$ cat src/rtl/alu_multicycle_exec.sv
// Execute-stage ALU: single-cycle logic/add/sub/slt/lui plus iterative arithmetic
// right shift and unsigned multiply behind a start/busy/done handshake.
module alu_multicycle_exec #(
  parameter int WIDTH = 32,
  parameter int SHW   = 5
) (
  input  logic             clk_i,
  input  logic             rst_i,
  input  logic             start_i,
  input  logic [3:0]       ctrl_i,
  input  logic             src2_sel_i,
  input  logic [WIDTH-1:0] src1_i,
  input  logic [WIDTH-1:0] src2_i,
  input  logic [SHW-1:0]   shamt_i,
  output logic             busy_o,
  output logic             done_o,
  output logic [WIDTH-1:0] result_o,
  output logic             zero_o,
  output logic             overflow_o
);

  localparam int MSB  = WIDTH - 1;
  localparam int HALF = WIDTH / 2;
  localparam int CW   = SHW + 1;

  localparam logic [3:0] OP_AND  = 4'd0;
  localparam logic [3:0] OP_OR   = 4'd1;
  localparam logic [3:0] OP_ADD  = 4'd2;
  localparam logic [3:0] OP_SUB  = 4'd6;
  localparam logic [3:0] OP_SLT  = 4'd7;
  localparam logic [3:0] OP_SRA  = 4'd9;
  localparam logic [3:0] OP_LUI  = 4'd10;
  localparam logic [3:0] OP_MULU = 4'd11;

  typedef enum logic [1:0] {ST_IDLE, ST_SHIFT, ST_MUL} state_t;

  state_t                  state;
  logic [CW-1:0]           cnt;
  logic [WIDTH-1:0]        acc;
  logic [WIDTH-1:0]        mcand;
  logic [WIDTH-1:0]        mplier;
  logic [WIDTH-1:0]        prod;
  logic [WIDTH-1:0]        prod_next;
  logic [SHW-1:0]          amt;
  logic signed [WIDTH-1:0] a_s;
  logic signed [WIDTH-1:0] b_s;
  logic [WIDTH-1:0]        sum;
  logic [WIDTH-1:0]        diff;
  logic [WIDTH-1:0]        single_res;
  logic                    single_ovf;
  logic                    launch_shift;
  logic                    launch_mul;

  function automatic logic add_ovf(input logic [WIDTH-1:0] a, input logic [WIDTH-1:0] b,
                                   input logic [WIDTH-1:0] s);
    return (a[MSB] == b[MSB]) && (s[MSB] != a[MSB]);
  endfunction

  function automatic logic sub_ovf(input logic [WIDTH-1:0] a, input logic [WIDTH-1:0] b,
                                   input logic [WIDTH-1:0] d);
    return (a[MSB] != b[MSB]) && (d[MSB] != a[MSB]);
  endfunction

  function automatic logic [WIDTH-1:0] sra1(input logic [WIDTH-1:0] v);
    return {v[MSB], v[MSB:1]};
  endfunction

  assign amt          = src2_sel_i ? shamt_i : src1_i[SHW-1:0];
  assign a_s          = src1_i;
  assign b_s          = src2_i;
  assign sum          = src1_i + src2_i;
  assign diff         = src1_i - src2_i;
  assign launch_shift = (ctrl_i == OP_SRA) && (amt != '0);
  assign launch_mul   = (ctrl_i == OP_MULU);
  assign prod_next    = prod + (mplier[0] ? mcand : '0);
  assign zero_o       = (result_o == '0);

  // Single-cycle result; SRA by zero passes B straight through.
  always_comb begin
    single_res = '0;
    single_ovf = 1'b0;
    case (ctrl_i)
      OP_AND: single_res = src1_i & src2_i;
      OP_OR:  single_res = src1_i | src2_i;
      OP_ADD: begin
        single_res = sum;
        single_ovf = add_ovf(src1_i, src2_i, sum);
      end
      OP_SUB: begin
        single_res = diff;
        single_ovf = sub_ovf(src1_i, src2_i, diff);
      end
      OP_SLT: single_res = {{(WIDTH-1){1'b0}}, (a_s < b_s)};
      OP_SRA: single_res = src2_i;
      OP_LUI: single_res = {src2_i[HALF-1:0], {HALF{1'b0}}};
      default: single_res = '0;
    endcase
  end

  // Control, handshake and result registers
  always_ff @(posedge clk_i) begin
    if (!rst_i) begin
      state      <= ST_IDLE;
      cnt        <= '0;
      busy_o     <= 1'b0;
      done_o     <= 1'b0;
      result_o   <= '0;
      overflow_o <= 1'b0;
    end else begin
      done_o <= 1'b0;
      case (state)
        ST_IDLE: begin
          if (start_i) begin
            if (launch_shift) begin
              cnt    <= {1'b0, amt};
              busy_o <= 1'b1;
              state  <= ST_SHIFT;
            end else if (launch_mul) begin
              cnt    <= CW'(WIDTH);
              busy_o <= 1'b1;
              state  <= ST_MUL;
            end else begin
              result_o   <= single_res;
              overflow_o <= single_ovf;
              done_o     <= 1'b1;
            end
          end
        end
        ST_SHIFT: begin
          cnt <= cnt - CW'(1);
          if (cnt == CW'(1)) begin
            result_o   <= sra1(acc);
            overflow_o <= 1'b0;
            done_o     <= 1'b1;
            busy_o     <= 1'b0;
            state      <= ST_IDLE;
          end
        end
        ST_MUL: begin
          cnt <= cnt - CW'(1);
          if (cnt == CW'(1)) begin
            result_o   <= prod_next;
            overflow_o <= 1'b0;
            done_o     <= 1'b1;
            busy_o     <= 1'b0;
            state      <= ST_IDLE;
          end
        end
        default: begin
          busy_o <= 1'b0;
          state  <= ST_IDLE;
        end
      endcase
    end
  end

  // Iteration datapath: operands are captured at acceptance and never reset
  always_ff @(posedge clk_i) begin
    case (state)
      ST_IDLE: begin
        if (start_i) begin
          acc    <= src2_i;
          mcand  <= src1_i;
          mplier <= src2_i;
          prod   <= '0;
        end
      end
      ST_SHIFT: acc <= sra1(acc);
      ST_MUL: begin
        prod   <= prod_next;
        mcand  <= mcand << 1;
        mplier <= mplier >> 1;
      end
      default: ;
    endcase
  end

endmodule

$ cat config.mk
export PLATFORM = sky130hd
export DESIGN_NAME = alu_multicycle_exec
export DESIGN_NICKNAME = d
export VERILOG_FILES = /design/src/rtl/alu_multicycle_exec.sv
export SDC_FILE = /design/constraint.sdc
export NUM_CORES = 1
export LEC_CHECK = 0
export ABC_CLOCK_PERIOD_IN_PS = 25700
export CAP_MARGIN = 20
export CORE_ASPECT_RATIO = 2
export CORE_MARGIN = 3
export CORE_UTILIZATION = 25
export CTS_BUF_LIST = sky130_fd_sc_hd__clkbuf_4 sky130_fd_sc_hd__clkbuf_8
export DETAILED_ROUTE_END_ITERATION = 16
export PLACE_DENSITY_LB_ADDON = 0.25
export SYNTH_ARGS = -nofsm -noshare
export SYNTH_HDL_FRONTEND = slang
export SYNTH_SLANG_ARGS = --single-unit
$ cat constraint.sdc
create_clock -name clk_i -period 25.7 [get_ports clk_i]
set_input_delay 5.14 -clock clk_i [delete_from_list [all_inputs] [get_ports clk_i]]
set_output_delay 5.14 -clock clk_i [all_outputs]
set_load 0.05 [all_outputs]
After elaboration in Yosys (flattened, before gate mapping)
Index checks and enable logic that the tools add are counted.
W data, S select, Z words.

cells by class
  add/sub/neg operators = 4
  magnitude comparators = 1
  equal/unequal tests = 21
  muxes and demuxes = 40
  bitwise gates (word level) = 3
  reduce and logical (&&, ||, !) cells = 19

operator list
  cell                   number
  $mux W32               9
  $pmux W32 S2           4
  $pmux W32 S7           1
  $pmux W32 S3           1
  $add A32 B32 Y32       2
  $and A32 B32 Y32       1
  $logic_not A32 Y1      1
  $lt A32 B32 Y1         1
  $or A32 B32 Y32        1
  $sub A32 B32 Y32       1
  $mux W6                3
  $eq A4 B4 Y1 const B   3
  $pmux W6 S2            1
  $mux W1                11
  $ne A2 B2 Y1 const B   5
  $reduce_and A3 Y1      3
  $eq A4 B3 Y1 const B   2
  $mux W2                4
  $pmux W1 S2            4
  $eq A6 B1 Y1 const B   1
  $reduce_and A6 Y1      1
  $reduce_bool A2 Y1     3
  $sub A6 B1 Y6 const B  1
  $mux W5                1
  other kinds (18)       23

word-level totals
  register bits = 171
  input bits = 77

Longest topological paths before layout
Gate-level depths: netlist (run 1).

  depth in word-level cells = 8
  depth in mapped cells = 14

Worst setup path before layout (run 1)
No wires, ideal clock.

  kind = input port to flip-flop
  start point = input port start_i
  end point = register mcand[0], enable pin
  setup time = 1.429 ns
  data arrival time = 8.089 ns
  required time = 24.271 ns
  setup slack = 16.182 ns
  cell stages on the path = 2
  path buffers = 0
  path through = nand2_1 -> o21ai_0

on the way
  cells in the longest elaborated chain, start to end = 2

ends and longest elaborated chain
  what                         line  source
  from (decl)                  9     input logic start_i,
  $ne A2 B2 Y1 (no line)       --
  $reduce_and A2 Y1 (no line)  --
  to (signal assigned)         163   mcand <= src1_i;
  to (signal assigned)         171   mcand <= mcand << 1;
  to (decl)                    40    logic [WIDTH-1:0] mcand;

Every way passes these cells.
A chain may end at the register's enable or synchronous reset.

Worst setup path after layout (run 1)
  start point = input port src1_i[21]
  end point = register result_o[30]

on the way
  cells in the longest elaborated chain, start to end = 6

ends and longest elaborated chain
  what                                                         line    source
  from (decl)                                                  12      input logic [WIDTH-1:0] src1_i,
  $sub A32 B32 Y32 / $add A32 B32 Y32 (equally long branches)  72, 71
  $pmux W32 S7 *                                               82      case (ctrl_i)
  $mux W32 *                                                   118     end else if (launch_mul) begin
  $mux W32 *                                                   114     if (launch_shift) begin
  $mux W32 *                                                   113     if (start_i) begin
  $pmux W32 S3 *                                               111     case (state)
  to (signal assigned)                                         123     result_o <= single_res;
  to (signal assigned)                                         132     result_o <= sra1(acc);
  to (signal assigned)                                         142     result_o <= prod_next;
  to (decl)                                                    17      output logic [WIDTH-1:0] result_o,

Mark *: on every way between the ends. The rest lies on a longest branch, timed or not. The select of a mux whose other input is x is not followed.

==> results.cfg, run 1 <==
[setup_path]
crit_type = in2reg
crit_slowest_cell = a31oi_1
cpPeakStageDelay_ps = 980
end_kind = flip-flop
crit_family = compound AO/OA/AOI/OAI gates
critPathBufInv = 3
path_cells = clkdlybuf4s50_1 > inv_1 > ha_1 > inv_1 > a21oi_1 > o21ai_0 > o22ai_1 > a31oi_1 > a2111oi_0 > nor2_1 > mux2_1 > nand4_1 > a31oi_1
worst_ep_arrival_time_ps = 9580
worstPathMaxFanout = 10
critical_path_required_ps = 26160
start_kind = input port

[placement]
routabilityCongestion = 0.9422
numPortBuffers = 112
dp_hpwl_um = 50810
placed_area_sq_um = 16270

[power]
leakage_uw = 0.006405
pwr_density_cell_nw_per_um2 = 64.93
peakVddDrop_v = 0.00002735

[clock_network]
clkTransAtPathRegs_ps = 110
insertion_delay_ps = 540
holdBufCountCts = 0
cts.repair.resized = 0
cts-buffers-inserted = 17
htree_levels = 4
clockRootBuffer = clkbuf_8
post_cts_buffers = 0
ctsLongestPathBuffers = 2
cts_tree = built
cts_sinks = 170

[global_route]
grt_use_total_pct = 20.93
grt_pass1_wl_um = 94620
antenna_found_initial = 2
grt-ovfl-total = 0
grt_pass1_vias = 14322
grt_max_degree = 90

[final_layout]
final_common_cell = nand2_1
drive_gt1_share_pct = 5.061
multi_input_area_sq_um = 8889
fill_cells = 6206
syn_to_final_growth_pct = 16.09
seq_area_sq_um = 4674
final_cell_mix = 190 x nand2_1, 185 x o21ai_0, 170 x a21oi_1
design_area_sq_um = 16690
layout.nets = 2023

[routing]
wl_per_cell_um = 25.23
dr.pass1.iters = 5
num_vias = 14128
drt_iter0_drc = 1291
wl_um = 64840
drcViolationCount = 0
viasPerCell = 5.497
antenna_left = 0

[sta]
finalMaxSlewViolations = 0
max_slew_margin_pct = 17.53
finalHoldViolCount = 0
timing.final.crit_period_ps = 9123
setup-violations-final = 0
fin_worst_skew_ps = 15.46
rsz0062_at_grt = no
tns_ps = 0
fmax_mhz = 109.6
worst_pin_slew_ps = 1231
period_share_pct = 35.50
hold_ws_ps = 534.4

[synth]
synthTopCellsByArea = edfxtp_1 27%, ha_1 12%, o21ai_0 6.5%
syn_area_sq_um = 14380
ys_types = 86
async_flop_share_pct = 0
syn_area_per_cell_sq_um = 8.196
synth_edf_count = 127
synth_flop_cell = edfxtp_1
synth_nets = 1972
ys_seq_elements = 170
syn_inst = 1754
yosys.area.top_type = edfxtp_1
yosysSeqAreaShare_pct = 32.52
ys_warn_count = 0
synth_top_area_share_pct = 26.53

[run]
cap_viol_max_count = 0

[floorplanning]
rows = 123
die_y_um = 345.1
start_util_pct = 25.38
core-area_sq_um = 56630
dieWidth_um = 175.6
die_area_sq_um = 60590
io_pins = 113

[outcome]
outcome = complete, no violations

[min_path]
hold_path.class = reg2reg
[flip-flops by register name, summed over array words and instances (netlist names)]
| register | count |
|---|---|
| mcand | 32 |
| prod | 32 |
| result_o | 32 |
| state | 2 |
| cnt | 6 |
| mplier | 32 |
| acc | 31 |
| busy_o | 1 |
| overflow_o | 1 |
| done_o | 1 |
[cell families after synthesis]
group           after synthesis  synth area share [%]
compound gates              655                 29.54
flops                       170                 32.52
xor+xnor                     28                 1.706
simple gates                520                 17.02
fa+ha+maj                   141                 12.43
buf+inv                     230                 6.067
mux                          10                0.7224
[through the flow]
| stage | instances | worst slack [ps] | power [uW] | util, % |
|---|---|---|---|---|
| floorplan | 1754 | 16180 | 693.3 | - |
| global placement | 2536 | 16070 | 866.4 | 28.72 |
| detailed placement | 2536 | 16120 | 868.0 | 28.72 |
| CTS | 2568 | 16680 | 1089 | 29.46 |
| global route | 2569 | 16490 | 1143 | 29.46 |
| finish | 2570 | 16580 | 1084 | 29.46 |
[synthesized netlist by cell type (all sizes together) (8+ instances only)]
cell type,number
o211ai,18
or3,10
a31oi,19
a21o,32
edfxtp,127
ha,138
dfxtp,43
and2,49
o31ai,14
nor2,121
o21ai,194
nand3,22
nand2,190
nand4,17
nand2b,17
o21a,9
xnor2,19
nor3,32
a211oi,13
o21bai,24
a21oi,171
nor4,29
o221a,9
nor2b,8
inv,127
clkbuf,95
a22oi,16
xor2,9
o221ai,12
a221o,20
o22ai,11
a221oi,24
[per-layer routing]
metal	GRT usage (%)	vias to the layer above	part of all wire, %
li1	-	6579	-
met5	0	-	0
met3	2.375	125	4.0
met2	37.09	528	51
met1	24.00	6896	39
met4	12.10	0	6.4
[final timing paths]
check / slack (ps) / to / start / depth (start not counted)
max reg2reg: 20570 / result_o[30] / mplier[0] / 13
min: 530 / result_o[1] / result_o[1] / 2
min reg2reg: 530 / result_o[1] / result_o[1] / 2
max: 16580 / result_o[30] / src1_i[21] / 13
[power by group]
| part | switching, uW | internal (uW) |
|---|---|---|
| registers | 35.9 | 356 |
| clock network | 126 | 90.1 |
| logic | 321 | 155 |
| total | 483 | 601 |
[worst register-to-register path: cells and delay by family, from the launching register on]
| family | cells | cell delay, ps |
|---|---|---|
| AO/OA/AOI/OAI | 7 | 1890 |
| AND/OR/NAND/NOR | 4 | 1620 |
| flip-flops | 1 | 830 |
| adder cells (fa/ha/maj) | 2 | 660 |
[cell type report]
type,count,area share (%)
multi-input cells,1354,53.27
well taps,750,5.623
flip-flops and latches,170,28.01
clock buffers,17,1.402
repair buffers,134,7.708
clock inverters,15,1.080
diodes,2,0.02999
inverters,128,2.879
(Power assumes the default switching activity.)
==> run 2, diff against run 1 <==
Settings changed: ABC_CLOCK_PERIOD_IN_PS 25700 to 8300.
Clock period 25.7 ns to 8.3 ns, I/O delays scaled along.
==> run 2 against run 1 <==
Against the previous run:
- worst setup slack worse by 14000 ps
- sequential share of layout area about the same
- global-route usage barely moved
- power grew to 3.1 times the previous value
- clock-buffer cell count is the same
- final cell count shrank 0.12%
- critical path type unchanged
- largest cell class unchanged
- largest power group unchanged
==> results.cfg, run 2 (synthesis gave the netlist of run 1 again) <==
[final_layout]
fin_util_pct = 29.47
drive_gt1_share_pct = 5.011
layout.nets = 2021
syn_to_final_growth_pct = 16.12
final_cell_mix = 190 x nand2_1, 185 x o21ai_0, 170 x a21oi_1
final_common_cell = nand2_1
final_cells = 2567

[floorplanning]
start_util_pct = 25.38
die_y_um = 345.1
core-area_sq_um = 56630
rows = 123
io_pins = 113
die_area_sq_um = 60590
dieWidth_um = 175.6

[setup_path]
crit_type = in2reg
worst_ep_arrival_time_ps = 6130
ff2ff_path_depth = 12
worstPathMaxFanout = 6
end_kind = flip-flop
critical_path_required_ps = 8740
start_kind = input port

[routing]
drcViolationCount = 0
viasPerCell = 5.503
wl_per_cell_um = 25.53
wl_um = 65540
antenna_left = 0
num_vias = 14125
drt_iter0_drc = 1173
dr.pass1.iters = 7

[clock_network]
htree_levels = 4
cts_tree = built
cts.repair.resized = 0
clkTransAtPathRegs_ps = 110
insertion_delay_ps = 520
cts-buffers-inserted = 17
ctsLongestPathBuffers = 2
holdBufCountCts = 0
cts_sinks = 170
post_cts_buffers = 0
clockRootBuffer = clkbuf_8

[sta]
fmax_mhz = 175.8
fin_ws_ps = 2612
timing.final.crit_period_ps = 5688
worst_pin_slew_ps = 1026
hold_ws_ps = 531.2
rsz0062_at_grt = no
finalMaxSlewViolations = 0
max_slew_margin_pct = 29.86
period_share_pct = 68.53
tns_ps = 0
finalHoldViolCount = 0
fin_worst_skew_ps = 20.10
setup-violations-final = 0

[outcome]
outcome = complete, no violations

[placement]
dp_hpwl_um = 50670
dp.cells = 2534
place_ws_ps = 2138
routabilityCongestion = 0.9461
numPortBuffers = 112

[global_route]
use_met1_pct = 23.62
busiest_layer = met2
grt-ovfl-total = 0
grt_pass1_vias = 14169
grt_use_total_pct = 20.95
grt_pass1_wl_um = 94030
grt_max_degree = 91
use_met3_pct = 2.034
antenna_found_initial = 2
use_met2_pct = 37.56

[power]
peakVddDrop_v = 0.0001041
leakage_uw = 0.006394
pwr_density_cell_nw_per_um2 = 203.2

[min_path]
hold_path.class = reg2reg
hold_depth = 2

[run]
cap_viol_max_count = 0
## run 2: stage by stage
| stage | instance area (sq um) | total power, uW |
|---|---|---|
| after floorplan | 14380 | 2139 |
| after global placement | 16250 | 2691 |
| after detailed placement | 16250 | 2696 |
| after CTS | 16690 | 3408 |
| after global routing | 16690 | 3566 |
| final | 16690 | 3393 |
## run 2: final timing paths
path | to | from | slack, ps
max | overflow_o | src2_i[1] | 2610
min | mplier[0] | mplier[1] | 530
max reg2reg | result_o[22] | mplier[0] | 3790
min reg2reg | mplier[0] | mplier[1] | 530
## run 2: worst max-delay path, cell delays in order
cell             delay, ps
clkdlybuf4s50_1        720
inv_1                  200
ha_1                   350
a211oi_1               320
o21ai_1                230
o211ai_1               410
nand2_1                320
a2111oi_0              960
o31ai_1                220
a21oi_1                290
nand4_1                130
o2111a_1               160
a41oi_1                150
## run 2: layer usage
metal  vias to the layer above  wire, um  share of wire, %
met3                       146      2644               4.0
met4                         0      4466               6.8
met2                       544     33170                51
met1                      6873     25260                39
li1                       6562         -                 -
met5                         -         0                 0
## run 2: power by group
group | internal (uW) | switching (uW) | total, uW
registers | 1100 | 107 | 1210
clock network | 308 | 392 | 700
logic | 480 | 1000 | 1480
## run 2: area by class of cell
class | count | area [sq um]
clock buffer | 17 | 234.0
clock inverter | 15 | 202.7
sequential | 170 | 4674
antenna | 1 | 2.502
multi-input combinational | 1354 | 8889
tap | 750 | 938.4
inverter | 128 | 480.5
timing repair buffer | 132 | 1271
fill | 6215 | 39940
